===== config.mk =====
export PLATFORM = sky130hd
export DESIGN_NAME = wb_switch_n
export DESIGN_NICKNAME = d
export VERILOG_FILES = /design/src/rtl/wb_pkg.sv /design/src/rtl/wb_region_decode.sv /design/src/rtl/wb_switch_n.sv
export SDC_FILE = /design/constraint.sdc
export NUM_CORES = 1
export LEC_CHECK = 0
export BUFFER_PORTS_ARGS = -buffer_cell sky130_fd_sc_hd__buf_4
export CAP_MARGIN = 20
export CELL_PAD_IN_SITES_DETAIL_PLACEMENT = 1
export CELL_PAD_IN_SITES_GLOBAL_PLACEMENT = 1
export CORE_AREA = 5 5 217 219
export DETAILED_ROUTE_END_ITERATION = 8
export DIE_AREA = 0 0 222 224
export GPL_ROUTABILITY_DRIVEN = 0
export HOLD_SLACK_MARGIN = 0.03
export PLACE_DENSITY = 0.58
export SETUP_SLACK_MARGIN = 0.15
export SLEW_MARGIN = 25
export SYNTH_ARGS = -nofsm -noshare
export SYNTH_HDL_FRONTEND = slang
export SYNTH_SLANG_ARGS = --single-unit
export TNS_END_PERCENT = 30

===== constraint.sdc =====
create_clock -name clk -period 1.81 [get_ports clk]
set_clock_uncertainty 0.1 [all_clocks]
set_input_delay 0.362 -clock clk [delete_from_list [all_inputs] [get_ports clk]]
set_output_delay 0.362 -clock clk [all_outputs]
set_load 0.02 [all_outputs]

===== src/rtl/wb_pkg.sv =====
// Shared types and helpers for the Wishbone interconnect blocks.
package wb_pkg;

  typedef enum logic [1:0] {
    IDLE = 2'd0,
    BUSY = 2'd1,
    DFLT = 2'd2
  } wb_state_t;

  localparam int IDX_W = 4;
  localparam logic [31:0] DEFAULT_DATA_PAT = 32'hAAAAAAAA;

  // Widest address the window-match helper handles; callers size-cast into it.
  localparam int MATCH_W = 64;

  // An address falls in a window when every masked bit equals the base.
  function automatic logic wb_addr_match(input logic [MATCH_W-1:0] adr,
                                         input logic [MATCH_W-1:0] base,
                                         input logic [MATCH_W-1:0] mask);
    return ((adr ^ base) & mask) == '0;
  endfunction

endpackage


===== src/rtl/wb_region_decode.sv =====
// Combinational region decoder: address -> per-window hits, winning slave index.
module wb_region_decode
  import wb_pkg::*;
#(
  parameter int NUM_SLAVES  = 4,
  parameter int NUM_REGIONS = 4,
  parameter int AW          = 32,
  parameter logic [NUM_REGIONS*AW-1:0]    REGION_ADDR  = '0,
  parameter logic [NUM_REGIONS*AW-1:0]    REGION_MASK  = '0,
  parameter logic [NUM_REGIONS*IDX_W-1:0] REGION_SLAVE = '0
) (
  input  logic [AW-1:0]          m_adr_i,
  output logic [NUM_REGIONS-1:0] hit,
  output logic [IDX_W-1:0]       slave_idx,
  output logic                   unmapped
);

  // Evaluate every window, then let the lowest-numbered hit choose the slave.
  always_comb begin
    hit       = '0;
    slave_idx = '0;
    for (int r = 0; r < NUM_REGIONS; r++) begin
      hit[r] = wb_addr_match(MATCH_W'(m_adr_i),
                             MATCH_W'(REGION_ADDR[r*AW +: AW]),
                             MATCH_W'(REGION_MASK[r*AW +: AW]));
    end
    for (int r = NUM_REGIONS - 1; r >= 0; r--) begin
      if (hit[r]) slave_idx = REGION_SLAVE[r*IDX_W +: IDX_W];
    end
    unmapped = !(|hit) || (int'(slave_idx) >= NUM_SLAVES);
  end

endmodule


===== src/rtl/wb_switch_n.sv =====
// Single-master Wishbone classic switch to NUM_SLAVES slaves with registered
// decode, default slave, ack timeout and sticky error capture.
//
// state | meaning
// IDLE  | waiting for cyc&stb; decodes the address (one cycle latency)
// BUSY  | routed to the registered slave; waits for ack/err or timeout
// DFLT  | one-cycle internal response for an unmapped address
module wb_switch_n
  import wb_pkg::*;
#(
  parameter int NUM_SLAVES     = 4,
  parameter int NUM_REGIONS    = 4,
  parameter int AW             = 32,
  parameter int DW             = 32,
  parameter logic [NUM_REGIONS*AW-1:0]    REGION_ADDR  = '0,
  parameter logic [NUM_REGIONS*AW-1:0]    REGION_MASK  = '0,
  parameter logic [NUM_REGIONS*IDX_W-1:0] REGION_SLAVE = '0,
  parameter int TIMEOUT_CYCLES = 256,
  parameter bit DEFAULT_ACK    = 1'b0,
  parameter logic [DW-1:0] DEFAULT_DATA = DW'(DEFAULT_DATA_PAT)
) (
  input  logic                       clk,
  input  logic                       rst,
  input  logic [AW-1:0]              m_adr_i,
  input  logic [DW-1:0]              m_dat_i,
  output logic [DW-1:0]              m_dat_o,
  input  logic [DW/8-1:0]            m_sel_i,
  input  logic                       m_we_i,
  input  logic                       m_cyc_i,
  input  logic                       m_stb_i,
  output logic                       m_ack_o,
  output logic                       m_err_o,
  output logic [NUM_SLAVES*AW-1:0]   s_adr_o,
  output logic [NUM_SLAVES*DW-1:0]   s_dat_o,
  output logic [NUM_SLAVES*(DW/8)-1:0] s_sel_o,
  output logic [NUM_SLAVES-1:0]      s_we_o,
  output logic [NUM_SLAVES-1:0]      s_cyc_o,
  output logic [NUM_SLAVES-1:0]      s_stb_o,
  input  logic [NUM_SLAVES*DW-1:0]   s_dat_i,
  input  logic [NUM_SLAVES-1:0]      s_ack_i,
  input  logic [NUM_SLAVES-1:0]      s_err_i,
  output logic                       err_valid_o,
  output logic [AW-1:0]              err_adr_o,
  output logic                       err_timeout_o,
  input  logic                       err_clr_i
);

  localparam int TC_M1 = (TIMEOUT_CYCLES > 0) ? TIMEOUT_CYCLES - 1 : 0;
  localparam int TW    = (TC_M1 > 0) ? $clog2(TC_M1 + 1) : 1;

  wb_state_t              state_q, state_d;
  logic [IDX_W-1:0]       idx_q;
  logic [TW-1:0]          tmo_cnt;
  logic [NUM_REGIONS-1:0] dec_hit;
  logic [IDX_W-1:0]       dec_idx;
  logic                   dec_unmapped;
  logic                   dec_mapped;
  logic [NUM_SLAVES-1:0]  sel_oh;
  logic                   ack_sel, err_sel;
  logic [DW-1:0]          dat_sel;
  logic                   timeout_hit;
  logic                   tmo_fire;
  logic                   start;

  wb_region_decode #(
    .NUM_SLAVES  (NUM_SLAVES),
    .NUM_REGIONS (NUM_REGIONS),
    .AW          (AW),
    .REGION_ADDR (REGION_ADDR),
    .REGION_MASK (REGION_MASK),
    .REGION_SLAVE(REGION_SLAVE)
  ) u_decode (
    .m_adr_i  (m_adr_i),
    .hit      (dec_hit),
    .slave_idx(dec_idx),
    .unmapped (dec_unmapped)
  );

  assign dec_mapped  = (|dec_hit) && !dec_unmapped;
  assign start       = (state_q == IDLE) && m_cyc_i && m_stb_i;
  assign timeout_hit = (TIMEOUT_CYCLES != 0) && (tmo_cnt == TW'(TC_M1));

  // Master request fields go to every slave unregistered.
  assign s_adr_o = {NUM_SLAVES{m_adr_i}};
  assign s_dat_o = {NUM_SLAVES{m_dat_i}};
  assign s_sel_o = {NUM_SLAVES{m_sel_i}};
  assign s_we_o  = {NUM_SLAVES{m_we_i}};

  // One-hot view of the registered target and its response mux.
  always_comb begin
    sel_oh  = '0;
    dat_sel = '0;
    for (int s = 0; s < NUM_SLAVES; s++) begin
      sel_oh[s] = (idx_q == IDX_W'(s));
      if (sel_oh[s]) dat_sel = s_dat_i[s*DW +: DW];
    end
    ack_sel = |(s_ack_i & sel_oh);
    err_sel = |(s_err_i & sel_oh);
  end

  // Next state, slave strobes and master response.
  always_comb begin
    state_d  = state_q;
    s_cyc_o  = '0;
    s_stb_o  = '0;
    m_ack_o  = 1'b0;
    m_err_o  = 1'b0;
    m_dat_o  = '0;
    tmo_fire = 1'b0;
    case (state_q)
      IDLE: begin
        if (m_cyc_i && m_stb_i) state_d = dec_mapped ? BUSY : DFLT;
      end
      BUSY: begin
        s_cyc_o = sel_oh & {NUM_SLAVES{m_cyc_i}};
        s_stb_o = sel_oh & {NUM_SLAVES{m_stb_i}};
        m_dat_o = dat_sel;
        if (!m_cyc_i) begin
          state_d = IDLE;
        end else if (ack_sel || err_sel) begin
          // A slave response in the deadline cycle beats the timeout.
          m_ack_o = ack_sel;
          m_err_o = err_sel;
          state_d = IDLE;
        end else if (timeout_hit) begin
          m_err_o  = 1'b1;
          tmo_fire = 1'b1;
          state_d  = IDLE;
        end
      end
      DFLT: begin
        if (m_cyc_i) begin
          m_ack_o = DEFAULT_ACK;
          m_err_o = !DEFAULT_ACK;
          if (DEFAULT_ACK) m_dat_o = DEFAULT_DATA;
        end
        state_d = IDLE;
      end
      default: state_d = IDLE;
    endcase
  end

  // State, registered slave index and per-access timeout counter.
  always_ff @(posedge clk) begin
    if (rst) begin
      state_q <= IDLE;
      idx_q   <= '0;
      tmo_cnt <= '0;
    end else begin
      state_q <= state_d;
      if (start) begin
        idx_q   <= dec_idx;
        tmo_cnt <= '0;
      end else if (state_q == BUSY) begin
        tmo_cnt <= tmo_cnt + 1'b1;
      end
    end
  end

  // Sticky capture of the first error; a clear in the same cycle as a new
  // error still lets that error be captured.
  always_ff @(posedge clk) begin
    if (rst) begin
      err_valid_o   <= 1'b0;
      err_adr_o     <= '0;
      err_timeout_o <= 1'b0;
    end else begin
      if (err_clr_i) err_valid_o <= 1'b0;
      if (m_err_o && (!err_valid_o || err_clr_i)) begin
        err_valid_o   <= 1'b1;
        err_adr_o     <= m_adr_i;
        err_timeout_o <= tmo_fire;
      end
    end
  end

endmodule


# --- After elaboration in Yosys (flattened, before gate mapping) ---
# Cells that the tools add are included.
op_classes:
  reduce_logical: 11
  n_addsub: 1
  shifts: 0
  n_lt_le_gt_ge: 0
  eq_ne: 5
  n_mux: 21
  bitwise: 0
  mul: 0
  div: 0
ops:
  columns: ["cell", "n"]
  rows:
  - ["2-to-1 mux 32 bit", 1]
  - ["2-to-1 mux 1 bit", 14]
  - ["adder 8 x 1 -> 8 bit (second input constant)", 1]
  - ["equality test 8 bit (second input constant)", 1]
  - ["2-to-1 mux 2 bit", 4]
  - ["logical AND 1 bit", 4]
  - ["inequality test 4 bit (second input constant)", 1]
  - ["case mux 2 bit (2 select lines)", 1]
  - ["equality test 2 x 1 -> 1 bit (second input constant)", 1]
  - ["equality test 2 bit (second input constant)", 1]
  - ["zero test 2 bit", 1]
  - ["logical OR 1 bit", 2]
  - ["inequality test 2 x 1 -> 1 bit (second input constant)", 1]
  - ["case mux 1 bit (2 select lines)", 1]
  - ["AND reduction 2 bit", 1]
  - ["nonzero test 2 bit", 1]
  - ["OR reduction 2 bit", 1]
  - ["zero test 1 bit", 1]
word_totals:
  ramBits: 0
  mem_count: 0
  output_inout_bits: 352
  ff_bits: 44
  rom_bits: 0
  inputBits: 210
  elab_cells: 43
  latchBits: 0

# --- Longest topological paths before layout ---
# Gate-level depths: netlist (run 1).
logic_depth:
  word_depth: 7
  mapped_depth: 7
  depth_no_buf: 5

# --- Modules after synthesis ---
# A second synthesis (run 1) with hierarchy kept.
unflattened:
  hier_cells: 624
  area_unflattened_um2: 5355.1
modules_own_cells:
  columns: ["module", "seq_area_each_um2", "cells_per_inst", "area_per_inst_um2", "instances"]
  rows:
  - ["wb_switch_n", 960.9, 613, 5280.1, 1]
  - ["wb_region_decode", 0.0, 11, 75.1, 1]

# --- Least setup slack after synthesis (run 1) ---
# No wires, ideal clock.
synth_path:
  path_type: "register to output"
  from: "reg tmo_cnt[0]"
  to: "out m_err_o"
  required_time_ns: 1.348
  path_stages_with_launch: 7
  t_arrival_ns: 1.323
  n_path_buf: 1
  path_slack_ns: 0.025
  cell_sequence: "dfxtp_1 ha_1 and4b_4 a21o_4 buf_6 nand2_1 inv_1"
synth_via:
  elab_chain_cells: 5
synth_lines:
  columns: ["item", "line_no", "rtl"]
  rows:
  - ["start: declaration", "wb_switch_n.sv:53", "logic [TW-1:0] tmo_cnt;"]
  - ["start signal: assignment", "wb_switch_n.sv:155", "tmo_cnt <= tmo_cnt + 1'b1;"]
  - ["equality test 8 bit", "wb_switch_n.sv:81", "assign timeout_hit = (TIMEOUT_CYCLES != 0) && (tmo_cnt == TW'(TC_M1));"]
  - ["2-to-1 mux 1 bit", "wb_switch_n.sv:125", "end else if (timeout_hit) begin"]
  - ["2-to-1 mux 1 bit", "wb_switch_n.sv:120", "end else if (ack_sel || err_sel) begin"]
  - ["2-to-1 mux 1 bit", "wb_switch_n.sv:118", "if (!m_cyc_i) begin"]
  - ["case mux 1 bit (2 select lines)", "wb_switch_n.sv:110", "case (state_q)"]
  - ["end: declaration", "wb_switch_n.sv:32", "output logic m_err_o,"]
# Every way passes these cells.

# --- Worst setup path after layout (run 1) ---
# Ends and elaborated chain as after synthesis.

==> reports/results.ini, run 1 <==
[timing]
clock.fmax_mhz=506
worstMarginPinSlew_ns=0.749
slew_headroom_pct=50.1
setup_slack_ns=-0.166
fin_crit_ns=1.98
fin_crit_sh_pct=109
finalMaxSlewViolations=0
hold_violations=0
final.setup.tns_ns=-0.928
rsz0062_at_grt=true
setup_viol=12

[global_routing]
antenna_found_initial=1
grt_pass1_vias=3135
grt_max_degree=44
grt_pass1_wl_um=20300
global_route.usage.total_pct=5.36
overflow=0

[detailed_routing]
vias=3009
wl_um=15400
drtIter0Drc=45
vias_per_cell=2.66
wire_per_inst_um=13.6
drt-pass1-iter-count=4
ant_nets=0
drc=0

[worst_setup_path]
ff2ff_path_depth=9
cp-startpoint=tmo_cnt[0]$_SDFFE_PP0P_
critical_path_required_ns=1.35
crit_fanout=2
critPathLaunchType=flop
critical_path_class=flop to output pin
ff2ff_setup_slack_ns=-0.09
cp_data_arrival_time_ns=1.51
endpoint=m_err_o
crit_path_end_kind=output pin
worstReg2RegEnd=err_adr_o[27]$_SDFFE_PP0P_
r2r_start=tmo_cnt[0]$_SDFFE_PP0P_

[floorplanning]
die_x_um=222
die-area_mm2=0.0497
start_util_pct=9.21
pin_count=562
num_rows=78
core_area_mm2=0.0449
die_h_um=224

[synth]
syn_inst=524
synthTopCellsByArea=buf_4 (51%), dfxtp_1 (21%), and2_1 (5.0%)
ys_warn_count=0
seq_area_frac_synth_pct=20.8
ys_ff_latch=43
yosysUniqueCellTypes=34
post_synth.cell_area_avg_um2=7.89
synth_flop_cell=dfxtp_1
yosysMostFrequentCell=buf_4
synth_top_area_share_pct=51.4
synth_common_cells=buf_4 (283), dfxtp_1 (43), a21oi_1 (35)
synth_area_leader_cell=buf_4
async_flop_share_pct=0
synth_edf_count=0
syn_area_mm2=0.00414

[clocking]
cts_buffers=5
insertion_delay_ns=0.31
htree_levels=2
ctsHoldBuffers=0
cts_tree=yes
clockBufferDepth=2
root_buffer=clkbuf_16
clkSlewWorstSetupHoldPaths_ns=0.08
cts.sinks=43

[placement]
pre_cts_slack_ns=-0.120
io_buffers=268
dp_hpwl_um=11400

[layout]
layout-drive-gt1-share_pct=76.0
finish.utilization_pct=13.0
diodes=0
area_delta_synth_final_pct=41.0
layout.nets=740

[power]
powerDensity_mw_per_mm2=533
p_total_mw=3.11
power.leakage_nw=2.39
peakVddDrop_mv=0.385

[outcome]
violations=setup timing
status=finished, violations left

[worst_hold_path]
worstHoldPathCells=3
holdCritPathClass=input port to flop

[run]
max-cap-violations=0

==> worst min path at each step <==
stage	to	slack (ns)	from
after floorplan	err_timeout_o$_SDFFE_PP0P_	0.36	s_err_i[0]
after global placement	err_adr_o[18]$_SDFFE_PP0P_	0.36	err_adr_o[18]$_SDFFE_PP0P_
after detailed placement	err_adr_o[3]$_SDFFE_PP0P_	0.37	err_adr_o[3]$_SDFFE_PP0P_
after CTS	err_adr_o[0]$_SDFFE_PP0P_	0.20	m_adr_i[0]
after global routing	err_adr_o[31]$_SDFFE_PP0P_	0.21	m_adr_i[31]
final	err_adr_o[2]$_SDFFE_PP0P_	0.22	m_adr_i[2]
==> final cells by class <==
class	instances	area, um2
Tap cell	600	751
Clock inverter	2	38.8
Inverter	1	6.26
Clock buffer	6	139
Fill cell	5300	39100
Timing Repair Buffer	297	2590
Multi-Input combinational cell	181	1440
Sequential cell	43	865
==> cells in the final DEF (no fill, tap or decap), types with 2 or more instances in the layout <==
master | synthesis | routed
nor2_1 | 7 | 7
clkbuf_16 | 0 | 7
conb_1 | 1 | 6
o21ai_2 | 0 | 4
a21oi_2 | 0 | 21
nand2_1 | 5 | 4
nand4_1 | 4 | 4
dfxtp_2 | 0 | 3
a21oi_1 | 35 | 14
o21ai_1 | 10 | 11
buf_4 | 283 | 245
buf_12 | 0 | 10
o21ai_0 | 24 | 18
buf_16 | 0 | 2
buf_6 | 8 | 37
a31oi_1 | 2 | 2
and2_4 | 2 | 35
nand3_4 | 0 | 10
xor2_1 | 4 | 4
nand3_1 | 32 | 8
nand3_2 | 0 | 14
dfxtp_1 | 43 | 40
or3_1 | 2 | 2
==> sequential cells by signal (all words and copies together) (netlist names) <==
signal,cells
tmo_cnt,8
state_q,1
err_timeout_o,1
err_adr_o,32
err_valid_o,1
==> critical path, cell delays in order (launching register included) <==
cell and delay [ns]:
dfxtp_2 0.34, ha_4 0.15, and4b_4 0.18, buf_6 0.11, a21o_4 0.20, nand2_4 0.07, inv_4 0.04, buf_6 0.12
==> per-stage QoR <==
step / cell area, um2 / cells / hold WS, ns
6_report: 5830 / 1130 / 0.225
5_1_grt: 5830 / 1130 / 0.211
4_1_cts: 5380 / 1126 / 0.199
3_5_place_dp: 4850 / 1110 / 0.370
3_3_place_gp: 4820 / 1109 / 0.363
2_1_floorplan: 4170 / 529 / 0.359
==> kinds of logic after synthesis <==
family                   count (synthesis)  share of synthesized area (%)
AO/OA/AOI/OAI                           75                           9.77
XOR/XNOR                                 5                           1.06
adder cells (fa/ha/maj)                  1                          0.303
buffers and inverters                  305                           54.9
flip-flops                              43                           20.8
multiplexers                             1                          0.242
other                                    1                         0.0907
AND/OR/NAND/NOR                         93                           12.8
==> power breakdown <==
group          switching [mW]  internal (mW)  total (mW)
sequential            0.00755          0.957       0.965
clock                   0.455          0.696        1.15
combinational           0.535          0.455       0.990
==> what timing repair did <==
action	in CTS	in global routing
pin swaps	24	54
cloned	3	2
resized for setup	48	109
setup endpoints to repair	67	68
buffers inserted	5	2
==> per-layer routing <==
metal | part of all wire (%) | GRT usage [%]
met4 | 2.0 | 2.25
met5 | 0.085 | 0
met2 | 51 | 9.16
met3 | 10 | 2.40
met1 | 37 | 5.79
No activity file was read; power rests on OpenSTA's default activity.
==> inputs of run 2 (changes only) <==
- ABC_CLOCK_PERIOD_IN_PS: default -> 1810
- CTS_CLUSTER_DIAMETER: default -> 40
- PLACE_DENSITY: 0.58 -> default
- PLACE_DENSITY_LB_ADDON: default -> 0.1
==> run 2 against run 1 <==
Compared with the run above:
- the flow still finishes with violations (setup timing)
- hold slack better by 0.024 ns
- clock-buffer cell count is 1 higher
- first-iteration DRC count is 38% higher
- worst setup slack worse by 0.0034 ns
- die area stayed put
- global-route usage is 0.43 points higher
- sequential share of layout area is 1.3 points higher
- routed wire length is 2.4% higher
- combinational power is 8.6% lower
- cell area is 8.0% lower
- critical path type unchanged
==> reports/results.ini, run 2 (synthesized netlist as in run 1, its figures left out) <==
[worst_setup_path]
crit_path_end_kind=output pin  ; unchanged
ff2ff_path_depth=9  ; unchanged
r2r_start=tmo_cnt[0]$_SDFFE_PP0P_  ; unchanged
critPathLaunchType=flop  ; unchanged
critical_path_required_ns=1.35  ; about the same
worstReg2RegEnd=err_adr_o[13]$_SDFFE_PP0P_  ; was err_adr_o[27]$_SDFFE_PP0P_
crit_fanout=2  ; unchanged
ff2ff_setup_slack_ns=-0.12  ; was -0.09 ns
critical_path_class=flop to output pin  ; unchanged
cp_data_arrival_time_ns=1.52  ; was 1.51 ns

[power]
switching_share_pct=32.3  ; was 32.1%
peakVddDrop_mv=0.302  ; was 0.385 mV
powerDensity_mw_per_mm2=539  ; was 533 mW/mm2
p_clk_share_pct=35.3  ; was 37.1%
p_int_mw=1.96  ; was 2.11 mW
p_seq_share_pct=33.4  ; was 31.1%
p_comb_share_pct=31.3  ; was 31.9%
p_total_mw=2.89  ; was 3.11 mW
p_sw_mw=0.933  ; was 0.998 mW
power.leakage_nw=2.31  ; was 2.39 nW

[timing]
fin_crit_ns=1.98  ; about the same
fin_crit_sh_pct=109  ; about the same
finalMaxSlewViolations=0  ; unchanged
timing.hold.ws_ns=0.249  ; was 0.225 ns
rsz0062_at_grt=true  ; unchanged
hold_violations=0  ; unchanged
setup_viol=12  ; unchanged
clock.fmax_mhz=505  ; was 506 MHz
setup_slack_ns=-0.169  ; was -0.166 ns
worstMarginPinSlew_ns=0.624  ; was 0.749 ns
slew_headroom_pct=58.3  ; was 50.1%

[layout]
regArea_um2=865  ; unchanged
layout_common_cells=buf_4 (272), dfxtp_1 (40), a21oi_1 (35)  ; was buf_4 (245), dfxtp_1 (40), buf_6 (37)
regMostFlops=err_adr_o  ; unchanged
final_common_cell=buf_4  ; unchanged
fillers=5366  ; was 5,300
layout-drive-gt1-share_pct=64.6  ; was 76.0%
layout.nets=747  ; was 740
multiInputGateArea_mm2=0.00112  ; was 0.00144 mm2
top_regs=err_adr_o: 32 flops, tmo_cnt: 8 flops  ; unchanged
largest_reg_flops=32  ; unchanged
design_area_mm2=0.00537  ; was 0.00583 mm2
area_delta_synth_final_pct=29.7  ; was 41.0%

[global_routing]
grt_pass1_wl_um=22200  ; was 20,300 um
antenna_found_initial=1  ; unchanged
grt_pass1_vias=3356  ; was 3,135
overflow=0  ; unchanged
global_route.usage.total_pct=5.79  ; was 5.36%
grt_max_degree=40  ; was 44

[floorplanning]
start_util_pct=9.21  ; unchanged
die_h_um=224  ; unchanged
die-area_mm2=0.0497  ; unchanged
die_x_um=222  ; unchanged
num_rows=78  ; unchanged
pin_count=562  ; unchanged
core_area_mm2=0.0449  ; unchanged

[clocking]
root_buffer=clkbuf_16  ; unchanged
cts_buffers=5  ; unchanged
cts.sinks=43  ; unchanged
insertion_delay_ns=0.29  ; was 0.31 ns
clockBufferDepth=2  ; unchanged
clkSlewWorstSetupHoldPaths_ns=0.07  ; was 0.08 ns
ctsHoldBuffers=0  ; unchanged
htree_levels=2  ; unchanged
cts_tree=yes  ; unchanged

[detailed_routing]
wl_um=15700  ; was 15,400 um
vias_per_cell=2.67  ; was 2.66
vias=3034  ; was 3,009
drtIter0Drc=62  ; was 45
wire_per_inst_um=13.8  ; was 13.6 um
drc=0  ; unchanged
drt-pass1-iter-count=4  ; unchanged
ant_nets=0  ; unchanged

[placement]
postPlaceCellArea_mm2=0.00489  ; was 0.00485 mm2
dp_hpwl_um=12200  ; was 11,400 um
io_buffers=268  ; unchanged

[outcome]
status=finished, violations left  ; unchanged
violations=setup timing  ; unchanged

[worst_hold_path]
holdCritPathClass=input port to flop  ; unchanged
worstHoldPathCells=3  ; unchanged
min_to=err_adr_o[11]$_SDFFE_PP0P_  ; was err_adr_o[2]$_SDFFE_PP0P_
hold_start=m_adr_i[11]  ; was m_adr_i[2]

[run]
max-cap-violations=0  ; unchanged

run 2: changes by cell type in the layout (fill, tap and decap cells not counted), moves of 4 or more:
cell and delta:
a21oi_1 +21, nand3_4 -10, nand3_1 +23, buf_6 -14
buf_12 -5, and2_1 +13, buf_4 +27, o21ai_0 +4
nand3_2 -13, and2_4 -13, a21oi_2 -21, o21ai_2 -4
run 2: power groups by stage:
stage	Sequential, mW	Combinational, mW	Clock (mW)
global route	0.965	0.966	1.13
CTS	0.964	0.910	1.11
finish	0.964	0.905	1.02
floorplan	0.996	1.04	0
global placement	0.985	0.865	0
detailed placement	0.986	0.866	0
run 2: worst max path at each step:
| stage | from | end | slack (ns) | cells after the start |
|---|---|---|---|---|
| 4_1_cts | tmo_cnt[0]$_SDFFE_PP0P_ | m_err_o | -0.22 | 7 |
| 6_report | tmo_cnt[0]$_SDFFE_PP0P_ | m_err_o | -0.17 | 7 |
| 3_5_place_dp | tmo_cnt[1]$_SDFFE_PP0P_ | err_adr_o[20]$_SDFFE_PP0P_ | -0.30 | 5 |
| 5_1_grt | tmo_cnt[0]$_SDFFE_PP0P_ | m_err_o | -0.23 | 7 |
| 3_3_place_gp | s_ack_i[0] | err_adr_o[6]$_SDFFE_PP0P_ | -0.33 | 5 |
| 2_1_floorplan | tmo_cnt[1]$_SDFFE_PP0P_ | m_err_o | 0.16 | 6 |
run 2: worst max-delay path, stage by stage, from the launching register on:
cell	delay (ns)
dfxtp_2	0.34
ha_4	0.16
and4b_4	0.18
buf_6	0.11
a21o_4	0.21
nand2_4	0.07
inv_2	0.03
buf_6	0.12
run 2: repair_timing:
| action | in CTS | in global routing |
|---|---|---|
| resized for setup | 17 | 42 |
| setup buffers | 7 | 2 |
| cloned | 2 | 0 |
| pin swaps | 6 | 23 |
| setup endpoints to repair | 67 | 54 |
run 2: area by class of cell:
type	count	area share [%]
Multi-Input combinational cell	182	20.9
Timing Repair Buffer	303	45.9
Antenna cell	1	0.0466
Clock buffer	7	2.85
Clock inverter	1	0.140
Sequential cell	43	16.1
Tap cell	600	14.0
Inverter	1	0.0700
run 2: stage by stage:
step | setup slack (ns) | util, % | instances | setup TNS, ns
floorplan | 0.156 | - | 529 | 0
global placement | -0.332 | 10.9 | 1118 | -7.41
detailed placement | -0.301 | 10.9 | 1118 | -8.30
CTS | -0.216 | 11.6 | 1135 | -1.89
global route | -0.226 | 12.0 | 1138 | -2.38
finish | -0.169 | 12.0 | 1138 | -1.11
run 2: per-layer routing:
metal | vias to the layer above | track usage (%) | share of wire [%]
li1 | 1425 | - | -
met1 | 1415 | 6.79 | 41
met2 | 182 | 10.0 | 49
met3 | 12 | 2.49 | 9.1
met4 | 0 | 0.974 | 0.55
met5 | - | 0 | 0
==> inputs of run 3 (changes only) <==
- ABC_CLOCK_PERIOD_IN_PS: 1810 -> 2000
- BUFFER_PORTS_ARGS: -buffer_cell sky130_fd_sc_hd__buf_4 -> -buffer_cell sky130_fd_sc_hd__buf_2
- clock period: 1.81 -> 2 ns (I/O delays scaled with it)
==> run 3 against run 2 <==
Compared with the run above:
- the run still ends with setup timing left
- critical path type unchanged
- flip-flop and latch count did not move
- combinational power fell by 30%
- via count fell by 2.6%
- largest cell class unchanged
- cell area fell by 18%
==> reports/results.ini, run 3 (synthesized netlist as in run 1, its figures left out) <==
[power]
power.leakage_nw=2.00  ; was 2.31 nW
p_clk_share_pct=36.7  ; was 35.3%
powerDensity_mw_per_mm2=545  ; was 539 mW/mm2
p_int_mw=1.54  ; was 1.96 mW
p_total_mw=2.39  ; was 2.89 mW
p_sw_mw=0.844  ; was 0.933 mW
peakVddDrop_mv=0.260  ; was 0.302 mV
p_seq_share_pct=36.5  ; was 33.4%
p_comb_share_pct=26.7  ; was 31.3%
switching_share_pct=35.4  ; was 32.3%

[global_routing]
grt_pass1_vias=3265  ; was 3,356
use_met1_pct=5.73  ; was 6.79%
grt_pass1_wl_um=22100  ; was 22,200 um
overflow=0  ; unchanged
use_met3_pct=2.67  ; was 2.49%
antenna_found_initial=2  ; was 1
global_route.usage.total_pct=5.80  ; was 5.79%
gr-usage-met2_pct=11.0  ; was 10.0%
grt_max_degree=37  ; was 40
grt-busiest-layer=met2  ; unchanged

[clocking]
clkSlewWorstSetupHoldPaths_ns=0.07  ; about the same
clockBufferDepth=2  ; unchanged
ctsHoldBuffers=0  ; unchanged
root_buffer=clkbuf_16  ; unchanged
cts_buffers=5  ; unchanged
cts_tree=yes  ; unchanged
htree_levels=2  ; unchanged
cts.sinks=43  ; unchanged
insertion_delay_ns=0.30  ; was 0.29 ns

[detailed_routing]
drtIter0Drc=103  ; was 62
drt-pass1-iter-count=3  ; was 4
wl_um=15300  ; was 15,700 um
wire_per_inst_um=13.6  ; was 13.8 um
vias=2956  ; was 3,034
vias_per_cell=2.63  ; was 2.67
drc=0  ; unchanged
ant_nets=0  ; unchanged

[worst_setup_path]
crit_path_end_kind=output pin  ; unchanged
cp_data_arrival_time_ns=1.54  ; was 1.52 ns
critPathLaunchType=flop  ; unchanged
crit_fanout=2  ; unchanged
critical_path_required_ns=1.50  ; was 1.35 ns
critical_path_class=flop to output pin  ; unchanged

[floorplanning]
die-area_mm2=0.0497  ; unchanged
num_rows=78  ; unchanged
core_area_mm2=0.0449  ; unchanged
pin_count=562  ; unchanged
start_util_pct=9.21  ; unchanged
die_x_um=222  ; unchanged
die_h_um=224  ; unchanged

[outcome]
violations=setup timing  ; unchanged
status=finished, violations left  ; unchanged

[layout]
fillers=5435  ; was 5,366
layout-drive-gt1-share_pct=58.8  ; was 64.6%
final_common_cell=buf_2  ; was buf_4
area_delta_synth_final_pct=5.90  ; was 29.7%
finish.utilization_pct=9.75  ; was 12.0%
top_regs=err_adr_o: 32 flops, tmo_cnt: 8 flops  ; unchanged
design_area_mm2=0.00438  ; was 0.00537 mm2
layout.nets=732  ; was 747
layout_common_cells=buf_2 (267), dfxtp_1 (41), a21oi_1 (35)  ; was buf_4 (272), dfxtp_1 (40), a21oi_1 (35)
largest_reg_flops=32  ; unchanged
regMostFlops=err_adr_o  ; unchanged

[timing]
hold_violations=0  ; unchanged
rsz0062_at_grt=true  ; unchanged
setup_slack_ns=-0.0413  ; was -0.169 ns
finalMaxSlewViolations=0  ; unchanged
setup_viol=1  ; was 12
clock.fmax_mhz=490
fin_crit_ns=2.04
fin_crit_sh_pct=102

[placement]
io_buffers=268  ; unchanged
dp_hpwl_um=12200  ; about the same
pre_cts_slack_ns=-0.0158  ; was -0.301 ns
postPlaceCellArea_mm2=0.00416  ; was 0.00489 mm2

[worst_hold_path]
holdCritPathClass=input port to flop  ; unchanged

[run]
max-cap-violations=0  ; unchanged

==> run 3: changes by cell type in the layout (fill, tap and decap cells not counted), moves of 20 or more <==
cell | before | now
and2_1 | 13 | 33
and2_4 | 22 | 2
buf_2 | 0 | 267
buf_4 | 272 | 15
buf_6 | 23 | 2
==> run 3: power groups by stage <==
| stage | combinational [mW] | clock (mW) | sequential (mW) |
|---|---|---|---|
| global placement | 0.642 | 0 | 0.891 |
| detailed placement | 0.649 | 0 | 0.891 |
| CTS | 0.658 | 0.969 | 0.871 |
| finish | 0.638 | 0.876 | 0.872 |
| global route | 0.689 | 0.994 | 0.873 |
| floorplan | 0.941 | 0 | 0.901 |
==> run 3: worst max-delay path: stages, from the launching register on <==
cell	delay [ns]
dfxtp_2	0.34
ha_4	0.16
and4b_4	0.19
buf_6	0.12
a21o_4	0.22
nand2_4	0.06
inv_2	0.03
buf_6	0.12
==> run 3: area by class of cell <==
class	instances	area, um2	area share, %
clock inverter	1	5.00	0.114
sequential	43	863	19.7
tap	600	751	17.1
clock buffer	7	133	3.03
multi-input combinational	181	1040	23.8
antenna	1	2.50	0.0571
inverter	1	3.75	0.0857
timing repair buffer	289	1580	36.1
==> run 3: repair_timing <==
action / 4_1_cts / 5_1_grt
gates resized for setup: 11 / 2
pin swaps: 4 / 0
setup buffers: 3 / 0
setup endpoints to repair: 24 / 16
==> run 3: through the flow <==
stage	setup TNS (ns)	hold slack, ns	std cells
floorplan	0	0.363	529
global placement	-6.60	0.361	1110
detailed placement	-0.0518	0.369	1111
CTS	-0.0736	0.263	1122
global route	-0.101	0.279	1122
finish	-0.0413	0.281	1123
==> run 3: metal layers <==
| metal | vias up | share of wire (%) | routed length, um |
|---|---|---|---|
| li1 | 1391 | - | - |
| met1 | 1398 | 34 | 5270 |
| met2 | 150 | 54 | 8340 |
| met3 | 15 | 9.6 | 1480 |
| met4 | 2 | 1.4 | 214 |
| met5 | - | 0.046 | 7 |
==> run 3: final timing paths <==
| path | endpoint | cells past startpoint | startpoint | slack [ns] |
|---|---|---|---|---|
| hold / removal | err_adr_o[15]$_SDFFE_PP0P_ | 3 | m_adr_i[15] | 0.28 |
| setup / recovery | m_err_o | 7 | tmo_cnt[1]$_SDFFE_PP0P_ | -0.04 |
| setup reg to reg | err_adr_o[20]$_SDFFE_PP0P_ | 7 | tmo_cnt[1]$_SDFFE_PP0P_ | 0.35 |
| hold reg to reg | err_adr_o[18]$_SDFFE_PP0P_ | 2 | err_adr_o[18]$_SDFFE_PP0P_ | 0.37 |
